**src/rtl/conv_channel_adder_param.sv**
```systemverilog
// Channel adder: sums CHANNEL_NUM_IN partial conv maps per output channel, adds a
// loadable per-output-channel bias, saturates to DATA_WIDTH, optional ReLU, flags end of frame.
module conv_channel_adder_param #(
  parameter int DATA_WIDTH      = 16,
  parameter int IMAGE_SIZE      = 64,
  parameter int CHANNEL_NUM_IN  = 3,
  parameter int CHANNEL_NUM_OUT = 64,
  parameter int ACC_WIDTH       = DATA_WIDTH + $clog2(CHANNEL_NUM_IN) + 2,
  parameter bit RELU            = 1'b0
) (
  input  logic                  clk,
  input  logic                  reset,
  input  logic                  valid_in,
  input  logic [DATA_WIDTH-1:0] pxl_in,
  input  logic                  valid_bias_in,
  input  logic [DATA_WIDTH-1:0] bias_in,
  output logic [DATA_WIDTH-1:0] pxl_out,
  output logic                  valid_out,
  output logic                  frame_done
);

  localparam int PXL_W  = $clog2(IMAGE_SIZE);
  localparam int CIN_W  = (CHANNEL_NUM_IN > 1) ? $clog2(CHANNEL_NUM_IN) : 1;
  localparam int COUT_W = (CHANNEL_NUM_OUT > 1) ? $clog2(CHANNEL_NUM_OUT) : 1;
  localparam int SUM_W  = ACC_WIDTH + 1;

  localparam logic [PXL_W-1:0]  PXL_LAST  = PXL_W'(IMAGE_SIZE - 1);
  localparam logic [CIN_W-1:0]  CIN_LAST  = CIN_W'(CHANNEL_NUM_IN - 1);
  localparam logic [COUT_W-1:0] COUT_LAST = COUT_W'(CHANNEL_NUM_OUT - 1);
  localparam logic signed [SUM_W-1:0] SAT_MAX =
    {{(SUM_W-DATA_WIDTH+1){1'b0}}, {(DATA_WIDTH-1){1'b1}}};
  localparam logic signed [SUM_W-1:0] SAT_MIN =
    {{(SUM_W-DATA_WIDTH+1){1'b1}}, {(DATA_WIDTH-1){1'b0}}};

  logic signed [ACC_WIDTH-1:0]  acc_mem  [IMAGE_SIZE];
  logic signed [DATA_WIDTH-1:0] bias_mem [CHANNEL_NUM_OUT];

  logic [PXL_W-1:0]  pxl_cnt_q,     pxl_cnt_d;
  logic [CIN_W-1:0]  ch_in_cnt_q,   ch_in_cnt_d;
  logic [COUT_W-1:0] ch_out_cnt_q,  ch_out_cnt_d;
  logic [COUT_W-1:0] bias_wr_ptr_q, bias_wr_ptr_d;

  logic                         s1_valid_q, s1_valid_d;
  logic                         s1_first_q, s1_first_d;
  logic                         s1_last_q,  s1_last_d;
  logic                         s1_eof_q,   s1_eof_d;
  logic [PXL_W-1:0]             s1_addr_q,  s1_addr_d;
  logic signed [DATA_WIDTH-1:0] s1_pxl_q,   s1_pxl_d;
  logic signed [DATA_WIDTH-1:0] s1_bias_q,  s1_bias_d;

  logic [DATA_WIDTH-1:0] pxl_out_q, pxl_out_d;
  logic                  valid_out_q, valid_out_d;
  logic                  frame_done_q, frame_done_d;

  logic signed [ACC_WIDTH-1:0]  acc_rd;
  logic signed [ACC_WIDTH-1:0]  acc_nx;
  logic signed [SUM_W-1:0]      sum;
  logic        [DATA_WIDTH-1:0] sat;
  logic                         acc_we;

  always_comb begin
    // NOTE: every always_comb output gets a default first so no path can infer a latch.
    pxl_cnt_d     = pxl_cnt_q;
    ch_in_cnt_d   = ch_in_cnt_q;
    ch_out_cnt_d  = ch_out_cnt_q;
    bias_wr_ptr_d = bias_wr_ptr_q;
    if (valid_in) begin
      if (pxl_cnt_q == PXL_LAST) begin
        pxl_cnt_d = '0;
        if (ch_in_cnt_q == CIN_LAST) begin
          ch_in_cnt_d  = '0;
          ch_out_cnt_d = (ch_out_cnt_q == COUT_LAST) ? '0 : ch_out_cnt_q + 1'b1;
        end else begin
          ch_in_cnt_d = ch_in_cnt_q + 1'b1;
        end
      end else begin
        pxl_cnt_d = pxl_cnt_q + 1'b1;
      end
    end
    if (valid_bias_in) begin
      bias_wr_ptr_d = (bias_wr_ptr_q == COUT_LAST) ? '0 : bias_wr_ptr_q + 1'b1;
    end
  end

  // Stage 1: bias is read before this cycle's table write lands, so a same-cycle
  // write to the active channel only affects the following pixel.
  always_comb begin
    s1_valid_d = valid_in;
    s1_addr_d  = pxl_cnt_q;
    s1_first_d = (ch_in_cnt_q == '0);
    s1_last_d  = (ch_in_cnt_q == CIN_LAST);
    s1_eof_d   = (pxl_cnt_q == PXL_LAST) && (ch_out_cnt_q == COUT_LAST);
    s1_pxl_d   = pxl_in;
    s1_bias_d  = bias_mem[ch_out_cnt_q];
  end

  // Stage 2: the first pass ignores stale RAM contents, which also covers CHANNEL_NUM_IN == 1.
  always_comb begin
    acc_rd = s1_first_q ? '0 : acc_mem[s1_addr_q];
    acc_nx = acc_rd + ACC_WIDTH'(s1_pxl_q);
    sum    = SUM_W'(acc_nx) + SUM_W'(s1_bias_q);
    acc_we = s1_valid_q && !s1_last_q;

    if (sum > SAT_MAX) begin
      sat = DATA_WIDTH'(SAT_MAX);
    end else if (sum < SAT_MIN) begin
      sat = DATA_WIDTH'(SAT_MIN);
    end else begin
      sat = sum[DATA_WIDTH-1:0];
    end
    if (RELU && sat[DATA_WIDTH-1]) begin
      sat = '0;
    end

    pxl_out_d    = pxl_out_q;
    valid_out_d  = 1'b0;
    frame_done_d = 1'b0;
    if (s1_valid_q && s1_last_q) begin
      pxl_out_d    = sat;
      valid_out_d  = 1'b1;
      frame_done_d = s1_eof_q;
    end
  end

  // NOTE: the storage arrays carry no reset; the accumulator is rewritten by every
  // channel-0 pass and the bias table must survive a reset.
  always_ff @(posedge clk) begin
    if (acc_we) begin
      acc_mem[s1_addr_q] <= acc_nx;
    end
    if (valid_bias_in) begin
      bias_mem[bias_wr_ptr_q] <= bias_in;
    end
  end

  // NOTE: sequential state uses non-blocking assignments so every flop samples pre-edge values.
  always_ff @(posedge clk or posedge reset) begin
    if (reset) begin
      pxl_cnt_q     <= '0;
      ch_in_cnt_q   <= '0;
      ch_out_cnt_q  <= '0;
      bias_wr_ptr_q <= '0;
      s1_valid_q    <= 1'b0;
      s1_first_q    <= 1'b0;
      s1_last_q     <= 1'b0;
      s1_eof_q      <= 1'b0;
      s1_addr_q     <= '0;
      s1_pxl_q      <= '0;
      s1_bias_q     <= '0;
      pxl_out_q     <= '0;
      valid_out_q   <= 1'b0;
      frame_done_q  <= 1'b0;
    end else begin
      pxl_cnt_q     <= pxl_cnt_d;
      ch_in_cnt_q   <= ch_in_cnt_d;
      ch_out_cnt_q  <= ch_out_cnt_d;
      bias_wr_ptr_q <= bias_wr_ptr_d;
      s1_valid_q    <= s1_valid_d;
      s1_first_q    <= s1_first_d;
      s1_last_q     <= s1_last_d;
      s1_eof_q      <= s1_eof_d;
      s1_addr_q     <= s1_addr_d;
      s1_pxl_q      <= s1_pxl_d;
      s1_bias_q     <= s1_bias_d;
      pxl_out_q     <= pxl_out_d;
      valid_out_q   <= valid_out_d;
      frame_done_q  <= frame_done_d;
    end
  end

  assign pxl_out    = pxl_out_q;
  assign valid_out  = valid_out_q;
  assign frame_done = frame_done_q;

endmodule
```
**config.mk**
```make
export PLATFORM = sky130hd
export DESIGN_NAME = conv_channel_adder_param
export DESIGN_NICKNAME = d
export VERILOG_FILES = /design/src/rtl/conv_channel_adder_param.sv
export SDC_FILE = /design/constraint.sdc
export NUM_CORES = 2
export LEC_CHECK = 0
export ABC_AREA = 1
export ABC_CLOCK_PERIOD_IN_PS = 16100
export CAP_MARGIN = 25
export CORE_ASPECT_RATIO = 1.4
export CORE_MARGIN = 1.5
export CORE_UTILIZATION = 55
export DETAILED_ROUTE_END_ITERATION = 8
export HOLD_SLACK_MARGIN = 0.03
export PLACE_DENSITY = 0.73
export SLEW_MARGIN = 10
export SYNTH_ARGS = -nofsm -noshare
export SYNTH_HDL_FRONTEND = slang
export SYNTH_SLANG_ARGS = --single-unit
```
**constraint.sdc**
```tcl
create_clock -name clk -period 16.1 [get_ports clk]
set_input_delay 3.22 -clock clk [delete_from_list [all_inputs] [get_ports clk]]
set_output_delay 3.22 -clock clk [all_outputs]
set_load 0.05 [all_outputs]
```
==> results.yml <==
outcome:
  status: "finished clean"
floorplan:
  die_x_um: 350
  design.core.area_sq_um: 168000
  start_util_pct: 55.2
  die_h_um: 488
  dieArea_sq_um: 171000
  ioPinCount: 54
  rows: 178
clock_tree:
  postCtsResizedCells: 0
  cts_buffers: 210
  cts_root_buffer: "clkbuf_16"
  clock_latency_ns: 0.88
  cts.path.max_buffers: 3
  tritoncts: "yes"
  h-tree-depth: 4
  clkTransAtPathRegs_ns: 0.07
  post-cts-setup-buffer-count: 0
  clock-sinks: 2384
  cts_hold_buf: 0
synthesis:
  synth_xor_area_share_pct: 0.341
  synth-compound-area-share_pct: 8.95
  synth_edf_count: 2304
  ys_types: 53
  ys_seq_elements: 2384
  synth-main-ff-cell: "edfxtp_1"
  synth-simple-area-share_pct: 10.7
  synth_area_sq_um: 92600
  syn_inst: 6748
  synth_top_family_by_area: "simple AND/OR/NAND/NOR gates"
  synthArstFlopShare_pct: 3.36
  seq_area_frac_synth_pct: 76.9
  syn_nets: 6829
  syn_avg_cell_area_sq_um: 13.7
  synth-adder-area-share_pct: 0.624
  muxShareOfSynthArea_pct: 0.0122
  ys_warn_count: 0
grt:
  grt.overflow.total: 0
  groute.usage.overall_pct: 30.6
  grt_max_degree: 194
  antenna_found_initial: 21
  grt_pass1_wl_um: 380000
  grt_pass1_vias: 56174
timing:
  setup_viol: 0
  fin_crit_sh_pct: 58.4
  hold_viol: 0
  max_slew.worst_pin.slew_ns: 1.15
  fmax_mhz: 106
  clock_skew_ns: 0.0703
  rsz0062_at_grt: "false"
  min_period_ns: 9.41
  setup_tns_ns: 0
  max_slew_margin_pct: 22.6
  slew_viol_final: 0
worst_setup_path:
  crit_path_max_fanout: 72
  crit_top_cell: "a21oi_1"
  startpoint_type: "register"
  required_ns: 16.77
  path_class: "register to register"
  cpPeakStageDelay_ns: 0.87
  cp.arrival_ns: 10.08
  cp-end-kind: "register"
  cpMaxStageDelayCell: "inv_6"
placement:
  port_buffers: 53
  dp_hpwl_um: 153000
  place_congestion: 0.929
routing:
  via_per_inst: 6.30
  drt_first_pass_iters: 7
  ant_nets: 0
  avgRoutedWirePerCell_um: 28.2
  drc: 0
  drt_wl_total_um: 261000
  drtIter0Drc: 7566
  vias: 58468
job:
  cap_violations: 0
layout:
  final_layout_size_suffix_gt1_share_pct: 9.49
  areaGrowthSynthToFinish_pct: 11.3
  mostFrequentLayoutCells: "2304 x edfxtp_1, 1250 x nand2_1, 701 x nor2_1"
  layout_commonest_cell: "edfxtp_1"
  nets: 6933
worst_hold_path:
  min_path_type: "register to register"
==> through the flow <==
stage,cell area [sq um],worst slack [ns],hold slack [ns],instances,util [%]
after global routing,103000,6.28,0.448,9276,61.4
final,103000,6.69,0.431,9285,61.4
after CTS,103000,7.03,0.430,9274,61.4
after global placement,96300,7.16,0.420,8884,57.4
after detailed placement,96400,7.07,0.413,8888,57.5
after floorplan,92600,9.33,0.374,6748,-
==> metal layers <==
layer | global-route usage, % | vias to the layer above | wire, um
met5 | 0 | - | 194
met4 | 19.5 | 26 | 19300
met3 | 6.18 | 770 | 26000
met2 | 50.2 | 3451 | 127000
met1 | 37.3 | 28963 | 88800
li1 | - | 25258 | -
==> synthesized netlist by cell type, types with 5 or more instances <==
library cell | n | share of area (%)
o21ai_0 | 577 | 3.1
o31ai_1 | 12 | 0.097
buf_6 | 6 | 0.073
o221ai_1 | 104 | 0.98
edfxtp_1 | 2304 | 75
a21oi_1 | 126 | 0.68
buf_2 | 125 | 0.68
dfrtp_1 | 80 | 2.2
nand3_1 | 171 | 0.92
a22o_1 | 32 | 0.30
a221oi_2 | 5 | 0.081
buf_4 | 14 | 0.11
inv_2 | 11 | 0.045
nor3_1 | 18 | 0.097
clkinv_1 | 6 | 0.024
xnor2_1 | 15 | 0.14
o21ai_1 | 8 | 0.043
nand4_1 | 176 | 1.2
nand2_1 | 1251 | 5.1
buf_1 | 11 | 0.045
nand3_2 | 9 | 0.097
ha_1 | 43 | 0.58
inv_1 | 153 | 0.62
xor2_1 | 21 | 0.20
o22ai_1 | 154 | 1.0
and3_1 | 9 | 0.061
a21oi_2 | 10 | 0.095
a221oi_1 | 84 | 0.79
a22oi_1 | 155 | 1.3
o211ai_1 | 26 | 0.21
clkbuf_1 | 214 | 0.87
nor2_1 | 770 | 3.1
o2111ai_1 | 13 | 0.12
==> path summary, 6_finish.rpt <==
kind                                   end  cells past startpoint  slack (ns)    startpoint
max                            pxl_out[13]                     30        6.69  s1_addr_q[0]
min                           s1_addr_q[5]                      0        0.43  pxl_cnt_q[5]
max reg2reg                    pxl_out[13]                     30        6.69  s1_addr_q[0]
min reg2reg                   s1_addr_q[5]                      0        0.43  pxl_cnt_q[5]
max in group asynchronous  ch_out_cnt_q[0]                      3       11.98         reset
min in group asynchronous      pxl_out[15]                      2        2.81         reset
==> worst max-delay path, delay by kind of cell (launching register included) <==
kind,cells,cell delay (ns)
buffers and inverters,6,2.89
xor gates and xnor gates,1,0.20
DFF,1,0.65
adders and majority gates,3,1.17
AOI/OAI and AO/OA,8,1.99
and+or+nand+nor,12,2.15
==> cell families (layout without fill, tap and decap cells) <==
group / count (synthesis) / after routing
AOI/OAI and AO/OA: 1321 / 1321
xor gates and xnor gates: 36 / 36
and+or+nand+nor: 2420 / 2420
DFF: 2384 / 2384
muxes: 1 / 1
adders and majority gates: 45 / 45
other: 0 / 9
buffers and inverters: 541 / 819
==> registers in the layout (all words and copies together) (netlist names), 16 cells and up <==
signal	count
bias_mem	1024
s1_bias_q	16
acc_mem	1280
pxl_out	16
s1_pxl_q	16
==> final cells by class <==
cell class                 count  area [sq um]
antenna                        9          22.5
clock buffer                 279          5640
clock inverter               107           947
fill                       12012         64700
inverter                     171           692
multi-input combinational   3823         19600
sequential                  2384         71200
tap                         2250          2820
timing repair buffer         262          2110
Power is not shown: default switching activity piles up to over one toggle a cycle in this logic, so the estimate is an artifact.
